## src/rtl/au_sub_serial.sv

```systemverilog
// au_sub_serial: digit-serial unsigned subtractor, LSD first, valid/ready on both sides
module au_sub_serial #(
  parameter int WIDTH = 32,
  parameter int DIGIT = 8
) (
  input  logic             clk,
  input  logic             rst,
  input  logic             in_valid,
  output logic             in_ready,
  input  logic [WIDTH-1:0] a,
  input  logic [WIDTH-1:0] b,
  output logic             out_valid,
  input  logic             out_ready,
  output logic [WIDTH-1:0] s,
  output logic             borrow,
  output logic             busy
);
  localparam int NDIG = (WIDTH + DIGIT - 1) / DIGIT;
  localparam int PW = NDIG * DIGIT;
  localparam int KW = NDIG > 1 ? $clog2(NDIG) : 1;
  if (WIDTH < 1 || DIGIT < 1 || DIGIT > WIDTH) begin : g_bad_param
    $fatal(1, "ERROR: WIDTH=%0d DIGIT=%0d illegal; need WIDTH>=1 and 1<=DIGIT<=WIDTH", WIDTH, DIGIT);
  end
  typedef enum logic [1:0] {IDLE, CALC, DONE} state_t;
  state_t         state_q, state_d;
  logic [PW-1:0]  a_q, a_d, b_q, b_d, r_q, r_d;
  logic [KW-1:0]  k_q, k_d;
  logic           bi_q, bi_d;
  logic [DIGIT:0] diff;
  logic [31:0]    off;
  logic           last;
  assign off  = 32'(k_q) * 32'(DIGIT);
  assign diff = {1'b0, a_q[off +: DIGIT]} - {1'b0, b_q[off +: DIGIT]} - (DIGIT+1)'(bi_q);
  assign last = k_q == KW'(NDIG - 1);
  always_comb begin
    state_d = state_q;
    a_d = a_q;
    b_d = b_q;
    r_d = r_q;
    k_d = k_q;
    bi_d = bi_q;
    unique case (state_q)
      IDLE: if (in_valid) begin
        a_d = PW'(a);
        b_d = PW'(b);
        k_d = '0;
        bi_d = 1'b0;
        state_d = CALC;
      end
      CALC: begin
        r_d[off +: DIGIT] = diff[DIGIT-1:0];
        bi_d = diff[DIGIT];
        k_d = last ? '0 : k_q + 1'b1;
        state_d = last ? DONE : CALC;
      end
      DONE: state_d = out_ready ? IDLE : DONE;
      default: state_d = IDLE;
    endcase
  end
  always_ff @(posedge clk or posedge rst) begin
    if (rst) begin
      state_q <= IDLE;
      a_q <= '0;
      b_q <= '0;
      r_q <= '0;
      k_q <= '0;
      bi_q <= 1'b0;
    end else begin
      state_q <= state_d;
      a_q <= a_d;
      b_q <= b_d;
      r_q <= r_d;
      k_q <= k_d;
      bi_q <= bi_d;
    end
  end
  // bi_q holds the top digit's borrow-out once CALC completes
  assign s         = r_q[WIDTH-1:0];
  assign borrow    = bi_q;
  assign in_ready  = state_q == IDLE;
  assign out_valid = state_q == DONE;
  assign busy      = state_q != IDLE;
endmodule
```

## config.mk

```make
export PLATFORM = sky130hd
export DESIGN_NAME = au_sub_serial
export DESIGN_NICKNAME = d
export VERILOG_FILES = /design/src/rtl/au_sub_serial.sv
export SDC_FILE = /design/constraint.sdc
export NUM_CORES = 1
export LEC_CHECK = 0
export ABC_AREA = 1
export ABC_CLOCK_PERIOD_IN_PS = 8300
export BUFFER_PORTS_ARGS = -buffer_cell sky130_fd_sc_hd__buf_4
export CAP_MARGIN = 20
export CORE_ASPECT_RATIO = 1.5
export CORE_MARGIN = 3
export CORE_UTILIZATION = 60
export CTS_BUF_LIST = sky130_fd_sc_hd__clkbuf_2
export DETAILED_ROUTE_END_ITERATION = 8
export PLACE_DENSITY = 0.87
export SETUP_SLACK_MARGIN = 0.4
export SYNTH_ARGS = -nofsm -noshare
export SYNTH_HDL_FRONTEND = slang
export SYNTH_SLANG_ARGS = --single-unit
```

## constraint.sdc

```tcl
create_clock -name clk -period 8.3 [get_ports clk]
set_clock_uncertainty 0.15 [all_clocks]
set_input_delay 1.66 -clock clk [delete_from_list [all_inputs] [get_ports clk]]
set_output_delay 1.66 -clock clk [all_outputs]
set_load 0.005 [all_outputs]
```

==> run_results.csv, run 1 <==
group,metric,value,unit
detailed_routing,average_detailed_routed_wire_length_per_instance,14.3,um
job,max_cap_violations,0,
floorplan,die_width,79.9,um
sta,hold_ws,0.363,ns
detailed_routing,vias,4321,
yosys,post_synth_num_cell_types,30,
worst_setup_path,required,8.71,ns
yosys,syn_area_per_cell,8.07,um2
clock_network,clock_pin_slew_worst_setup_and_hold_paths,0.26,ns
final_layout,num_antenna_cells,0,
detailed_routing,drt_iter0_drc,269,
placement,placement.io_buffers,103,
final_layout,post-route-cell-area,5850,um2
global_routing,grt_first_pass_wirelength,19100,um
clock_network,clock-sinks,101,
yosys,ys_seq_area_share,51.4,%
worst_setup_path,crit_path_cell_trace,"inv_2 > a32o_1 > ha_1 > inv_1 > ha_1 > a21o_1 > nor2_1 > nand2_1 > xor2_1 > nand2_1 > nor2_1 > nand2_1 > nand2_1",
detailed_routing,final_antenna_net_count,0,
sta,setup_violation_total_in_the_final_timing_report,0,
worst_setup_path,worstReg2RegEnd,"s[13]",
clock_network,cts_setup_buffers,0,
global_routing,grt_max_degree,72,
worst_setup_path,slowest_stage_cell_cp,"sky130_fd_sc_hd__dfrtp_1",
sta,setup_repair_after_global_routing_missed_its_margin,"false",
worst_setup_path,timing.reg2reg.setup_slack,4.75,ns
yosys,synth.ff_latch_count,101,
floorplan,ports_placed_on_the_boundary,104,
worst_setup_path,crit_path_start_kind,"flip-flop",
floorplan,fp.coreArea,7810,um2
yosys,synthesis.nets,697,
clock_network,cts_hold_buffers,0,
clock_network,cts_resized,0,
global_routing,number_of_antenna_violations_at_the_first_check_in_global_routing,0,
global_routing,grt_use_total,26.5,%
final_layout,finish.net_count,790,
worst_setup_path,critical_path_cell_count,13,
detailed_routing,drt-pass1-iter-count,5,
worst_setup_path,critical_path.n_buffers_inverters,2,
placement,postPlaceCellArea,5730,um2
clock_network,cts_tree,"done",
worst_setup_path,r2r.worst_path.cells,13,
sta,fmaxAchievable,281,MHz
worst_setup_path,worst_path_dominant_cell_family,"flip-flops",
yosys,synthesis.area,4920,um2
yosys,synth_top_area_share,51.4,%
placement,gp_congestion,0.852,
yosys,dominantRegCellSynth,"sky130_fd_sc_hd__dfrtp_1",
clock_network,cts_root_buf,"sky130_fd_sc_hd__clkbuf_2",
placement,detailed_place_hpwl,8190,um
sta,slew_headroom,30.9,%
yosys,synth-warning-count,0,
final_layout,final_core_utilization,75.0,%
clock_network,clock_insertion_delay_worst_skew,0.59,ns
yosys,largest_cells_by_area_after_synthesis,"sky130_fd_sc_hd__dfrtp_1 51%, sky130_fd_sc_hd__nand2_1 22%, sky130_fd_sc_hd__ha_1 4.6%",
sta,drv_slew,0,
worst_setup_path,critical-path-top-cell-by-count,"sky130_fd_sc_hd__nand2_1",
yosys,async_reset_ff_share,100,%
hold_path,timing.hold.worst.class,"reg -> reg",
detailed_routing,post_dr_vias_cell,5.34,
worst_setup_path,critPathArrivalTime,3.96,ns
floorplan,initial_core_util,63.0,%
hold_path,worstHoldStart,"a_q[16]",
power_and_ir_drop,p_leak,3.23,nW
hold_path,timing.hold.worst_endpoint,"a_q[16]",
power_and_ir_drop,p_per_area,481,nW/um2
detailed_routing,postRouteWirelength,11600,um
yosys,post_synth_inst_count,609,
worst_setup_path,worst_path_largest_cell_delay,0.79,ns
worst_setup_path,cp_max_fo,27,
power_and_ir_drop,ir_drop,0.000343,V
worst_setup_path,worstSetupPathType,"reg -> reg",
global_routing,vias_in_the_first_global_route,4161,
detailed_routing,drcViolationCount,0,
global_routing,globalRouteOverflowTotal,0,
sta,worst-slew-pin-transition,1.03,ns
clock_network,ctsLongestPathBuffers,2,
yosys,synth-edff-count,0,
clock_network,clock_tree.htree_level_count,3,
floorplan,rows,39,
sta,timing.final.hold_violations,0,
clock_network,numCtsBuffers,9,
sta,finalCritPeriodShare,42.8,%
yosys,synthDominantAreaCellType,"sky130_fd_sc_hd__dfrtp_1",
hold_path,whs_path_depth,2,
sta,setup-tns-final,0,ns
sta,min_period,3.55,ns
floorplan,die_area,9340,um2
floorplan,floorplan.die.height,117,um
worst_setup_path,crit_path_end_kind,"flip-flop",
final_layout,drive_above_1_share,19.2,%
run_status,run_status,"completed",
worst_setup_path,timing.rr.start,"k_q[1]",
final_layout,layout-area-overhead-vs-synth,19.0,%
-- power breakdown --
part | internal [mW] | switching, mW
sequential | 0.703 | 0.130
clock | 0.0731 | 0.158
combinational | 0.645 | 1.11
-- how the worst max path moves through the flow --
stage             start     end
4_1_cts          k_q[1]   s[13]
5_1_grt          k_q[1]   s[13]
2_1_floorplan       rst  a_q[0]
3_5_place_dp   in_valid  k_q[0]
6_report         k_q[1]   s[13]
3_3_place_gp   in_valid  k_q[0]
-- cell type report --
type / instances / area, um2
clock buffer: 12 / 60.1
clock inverter: 4 / 47.5
fill: 612 / 1950
inverter: 46 / 175
multi-input combinational: 438 / 2110
sequential: 101 / 2530
tap: 102 / 128
timing repair buffer: 106 / 808
-- cell families after synthesis --
family,count (synthesis),share of synthesized area [%]
AOI/OAI and AO/OA,73,8.83
xor gates and xnor gates,6,1.07
adders and majority gates,20,5.39
buffers and inverters,70,5.80
DFF,101,51.4
and+or+nand+nor,339,27.5
-- per-layer routing --
| layer | up-vias | wire, um | global-route usage [%] |
|---|---|---|---|
| met5 | - | 0 | 0 |
| met4 | 0 | 335 | 12.5 |
| li1 | 2103 | - | - |
| met3 | 28 | 629 | 4.98 |
| met2 | 155 | 6080 | 45.6 |
| met1 | 2035 | 4560 | 32.2 |
-- worst min-delay path: cells and delay by family (launching register included) --
family,cells,cell delay (ns)
DFF,1,0.39
and+or+nand+nor,2,0.12
-- through the flow --
step / power, mW / setup slack, ns / instances
2_1_floorplan: 2.07 / 3.84 / 609
3_3_place_gp: 2.51 / 4.32 / 792
3_5_place_dp: 2.57 / 4.20 / 792
4_1_cts: 2.81 / 4.78 / 808
5_1_grt: 3.10 / 4.48 / 809
6_report: 2.82 / 4.75 / 809
-- placed cells by master (no fill, tap or decap) --
cell / instances
sky130_fd_sc_hd__nor3_4: 1
sky130_fd_sc_hd__o21ai_1: 2
sky130_fd_sc_hd__o21ai_0: 38
sky130_fd_sc_hd__a21oi_1: 11
sky130_fd_sc_hd__nor2_2: 1
sky130_fd_sc_hd__clkinv_2: 1
sky130_fd_sc_hd__bufinv_16: 1
sky130_fd_sc_hd__inv_1: 41
sky130_fd_sc_hd__nand4_1: 4
sky130_fd_sc_hd__nand3_1: 11
sky130_fd_sc_hd__inv_6: 1
sky130_fd_sc_hd__nor4_4: 1
sky130_fd_sc_hd__xnor2_1: 1
sky130_fd_sc_hd__a32oi_1: 1
sky130_fd_sc_hd__inv_4: 1
sky130_fd_sc_hd__nand3_2: 1
sky130_fd_sc_hd__o22ai_1: 8
sky130_fd_sc_hd__buf_12: 1
sky130_fd_sc_hd__inv_2: 4
sky130_fd_sc_hd__nand2_2: 5
sky130_fd_sc_hd__ha_1: 18
sky130_fd_sc_hd__buf_4: 105
sky130_fd_sc_hd__dfrtp_1: 101
sky130_fd_sc_hd__xor2_1: 5
sky130_fd_sc_hd__a22o_1: 4
sky130_fd_sc_hd__fa_1: 2
sky130_fd_sc_hd__nor2_1: 30
sky130_fd_sc_hd__nor2_4: 1
sky130_fd_sc_hd__o211ai_1: 1
sky130_fd_sc_hd__clkinv_1: 1
sky130_fd_sc_hd__nand2_1: 284
sky130_fd_sc_hd__a32o_1: 7
sky130_fd_sc_hd__clkbuf_2: 12
sky130_fd_sc_hd__a21o_1: 1
-- registers in the layout, summed over array words and instances, names as in the netlist --
name,cells
a_q,32
b_q,32
borrow,1
k_q,2
s,32
state_q,2
-- cell usage after synthesis (all sizes together), types with 2 or more instances --
library cell  number
a21oi             11
a22o               4
a32o               7
buf               12
clkbuf            12
dfrtp            101
fa                 2
ha                18
inv               46
nand2            289
nand3             12
nand4              4
nor2              32
o21ai             40
o22ai              8
xor2               5
No activity file was read; power rests on OpenSTA's default activity.
==> run 2, diff against run 1 <==
Settings changed: ABC_CLOCK_PERIOD_IN_PS 8300 to 3100, CORE_UTILIZATION 60 to 51, PLACE_DENSITY 0.87 to 0.78.
Clock period 8.3 ns to 3.1 ns, I/O delays scaled along.
==> run_results.csv, run 2 (same netlist as run 1, synthesis figures left out) <==
group,metric,value,unit
sta,setup_violation_total_in_the_final_timing_report,0,
sta,worst-slew-pin-transition,0.661,ns
clock_network,cts_tree,"done",
floorplan,fp.coreArea,9310,um2
global_routing,grt_first_pass_wirelength,20500,um
global_routing,grt_use_total,24.0,%
global_routing,globalRouteOverflowTotal,0,
final_layout,layout.cells.most_common,"sky130_fd_sc_hd__nand2_1",
placement,postPlaceCellArea,5830,um2
worst_setup_path,required,3.50,ns
final_layout,fillerInstances,763,
placement,dp.cells,810,
final_layout,drive_above_1_share,27.8,%
hold_path,timing.hold.worst.class,"in -> reg",
final_layout,layout-area-overhead-vs-synth,31.9,%
global_routing,number_of_antenna_violations_at_the_first_check_in_global_routing,0,
floorplan,initial_core_util,52.8,%
worst_setup_path,critical-path-top-cell-by-count,"sky130_fd_sc_hd__nand2_1",
sta,hold_ws,0.0430,ns
worst_setup_path,worstSetupPathType,"reg -> reg",
sta,timing.final.hold_violations,0,
worst_setup_path,crit_path_start_kind,"flip-flop",
floorplan,die_area,10900,um2
detailed_routing,postRouteWirelength,12900,um
global_routing,vias_in_the_first_global_route,4396,
clock_network,clock-sinks,101,
detailed_routing,final_antenna_net_count,0,
sta,slew_headroom,55.8,%
detailed_routing,drt-pass1-iter-count,5,
worst_setup_path,worst_path_dominant_cell_family,"simple AND/OR/NAND/NOR gates",
final_layout,layout.cells.non_filler,845,
final_layout,finish.net_count,816,
clock_network,clock_insertion_delay_worst_skew,0.59,ns
detailed_routing,post_dr_vias_cell,5.25,
worst_setup_path,critPathArrivalTime,3.18,ns
final_layout,layout_common_cells,"277 x sky130_fd_sc_hd__nand2_1, 113 x sky130_fd_sc_hd__buf_4, 100 x sky130_fd_sc_hd__dfrtp_1, 35 x sky130_fd_sc_hd__inv_1, 24 x sky130_fd_sc_hd__o21ai_0",
detailed_routing,drt_iter0_drc,200,
detailed_routing,average_detailed_routed_wire_length_per_instance,15.3,um
run_status,run_status,"completed",
sta,finalCritPeriodShare,89.8,%
sta,fmaxAchievable,359,MHz
final_layout,num_antenna_cells,0,
clock_network,ctsLongestPathBuffers,2,
final_layout,post-route-cell-area,6490,um2
detailed_routing,drcViolationCount,0,
placement,gp_congestion,0.840,
clock_network,clock_tree.htree_level_count,3,
worst_setup_path,critical_path.n_buffers_inverters,3,
floorplan,die_width,86.2,um
placement,detailed_place_hpwl,9120,um
sta,min_period,2.78,ns
sta,drv_slew,0,
floorplan,ports_placed_on_the_boundary,104,
sta,setup_repair_after_global_routing_missed_its_margin,"true",
worst_setup_path,cp_max_fo,19,
clock_network,numCtsBuffers,9,
job,max_cap_violations,0,
floorplan,rows,43,
placement,placement.io_buffers,103,
clock_network,cts_root_buf,"sky130_fd_sc_hd__clkbuf_2",
clock_network,clock_pin_slew_worst_setup_and_hold_paths,0.27,ns
worst_setup_path,crit_path_cell_trace,"buf_12 > buf_8 > o21ai_1 > o22ai_1 > ha_2 > inv_1 > ha_4 > nand2_4 > nor2_1 > nor2_2 > nand2_2 > xor2_2 > nand2_1 > nor2_2 > nand2_1 > nand2_1",
floorplan,floorplan.die.height,126,um
worst_setup_path,crit_path_end_kind,"flip-flop",
detailed_routing,vias,4440,
global_routing,grt_max_degree,60,
worst_setup_path,slowest_stage_cell_cp,"sky130_fd_sc_hd__dfrtp_2",
worst_setup_path,worst_path_largest_cell_delay,0.44,ns
run 2: cell types whose count changed in the layout (fill, tap and decap cells not counted), sizes merged:
cell,before,now
clkinv,2,3
clkinvlp,0,2
dlygate4sd3,0,9
buf,106,122
clkbuf,12,10
run 2: through the flow:
stage	setup TNS, ns	setup WS, ns	util [%]
2_1_floorplan	0	0.407	-
3_3_place_gp	0	0.0685	62.6
3_5_place_dp	-0.00431	-0.00431	62.6
4_1_cts	0	0.298	67.0
5_1_grt	0	0.206	69.7
6_report	0	0.315	69.7
run 2: metal layers:
metal  part of all wire (%)  vias to the layer above  global-route usage [%]  routed length, um
met3                    4.5                       39                    4.58                583
met2                     53                      138                    40.4               6810
met5                      0                        -                       0                  0
met1                     39                     2101                    28.5               5010
li1                       -                     2162                       -                  -
met4                    4.1                        0                    13.2                535
run 2: cell type report:
| class | instances | area (um2) | share of cell area [%] |
|---|---|---|---|
| sequential | 101 | 2530 | 39.0 |
| inverter | 46 | 195 | 3.01 |
| multi-input combinational | 438 | 2370 | 36.5 |
| tap | 112 | 140 | 2.16 |
| clock inverter | 7 | 72.6 | 1.12 |
| timing repair buffer | 132 | 1140 | 17.5 |
| clock buffer | 9 | 45.0 | 0.694 |
run 2: path summary, 6_finish.rpt:
check	startpoint	cells past startpoint	end	slack (ns)
max in group asynchronous	rst	4	a_q[6]	1.59
min	a[20]	3	a_q[20]	0.04
max	k_q[0]	16	s[29]	0.32
min in group asynchronous	rst	3	b_q[3]	0.48
max reg2reg	k_q[0]	16	s[29]	0.32
min reg2reg	b_q[10]	2	b_q[10]	0.37
run 2: repair_timing:
item	4_1_cts	5_1_grt
gates resized for setup	49	34
hold buffers	1	8
endpoints found under the hold margin	28	8
endpoints found under the setup margin	22	23
pin swaps	13	21
buffers inserted	3	4
gates cloned	2	1
run 2: worst reg2reg max path, cell delays in order, from the launching register on:
cell,delay [ns]
sky130_fd_sc_hd__dfrtp_2,0.44
sky130_fd_sc_hd__buf_12,0.15
sky130_fd_sc_hd__buf_8,0.19
sky130_fd_sc_hd__o21ai_1,0.08
sky130_fd_sc_hd__o22ai_1,0.28
sky130_fd_sc_hd__ha_2,0.23
sky130_fd_sc_hd__inv_1,0.06
sky130_fd_sc_hd__ha_4,0.30
sky130_fd_sc_hd__nand2_4,0.06
sky130_fd_sc_hd__nor2_1,0.14
sky130_fd_sc_hd__nor2_2,0.05
sky130_fd_sc_hd__nand2_2,0.08
sky130_fd_sc_hd__xor2_2,0.19
sky130_fd_sc_hd__nand2_1,0.09
sky130_fd_sc_hd__nor2_2,0.13
sky130_fd_sc_hd__nand2_1,0.06
sky130_fd_sc_hd__nand2_1,0.07
Power of run 2 is not shown: default switching activity piles up to over one toggle a cycle in this logic, so the estimate is an artifact.
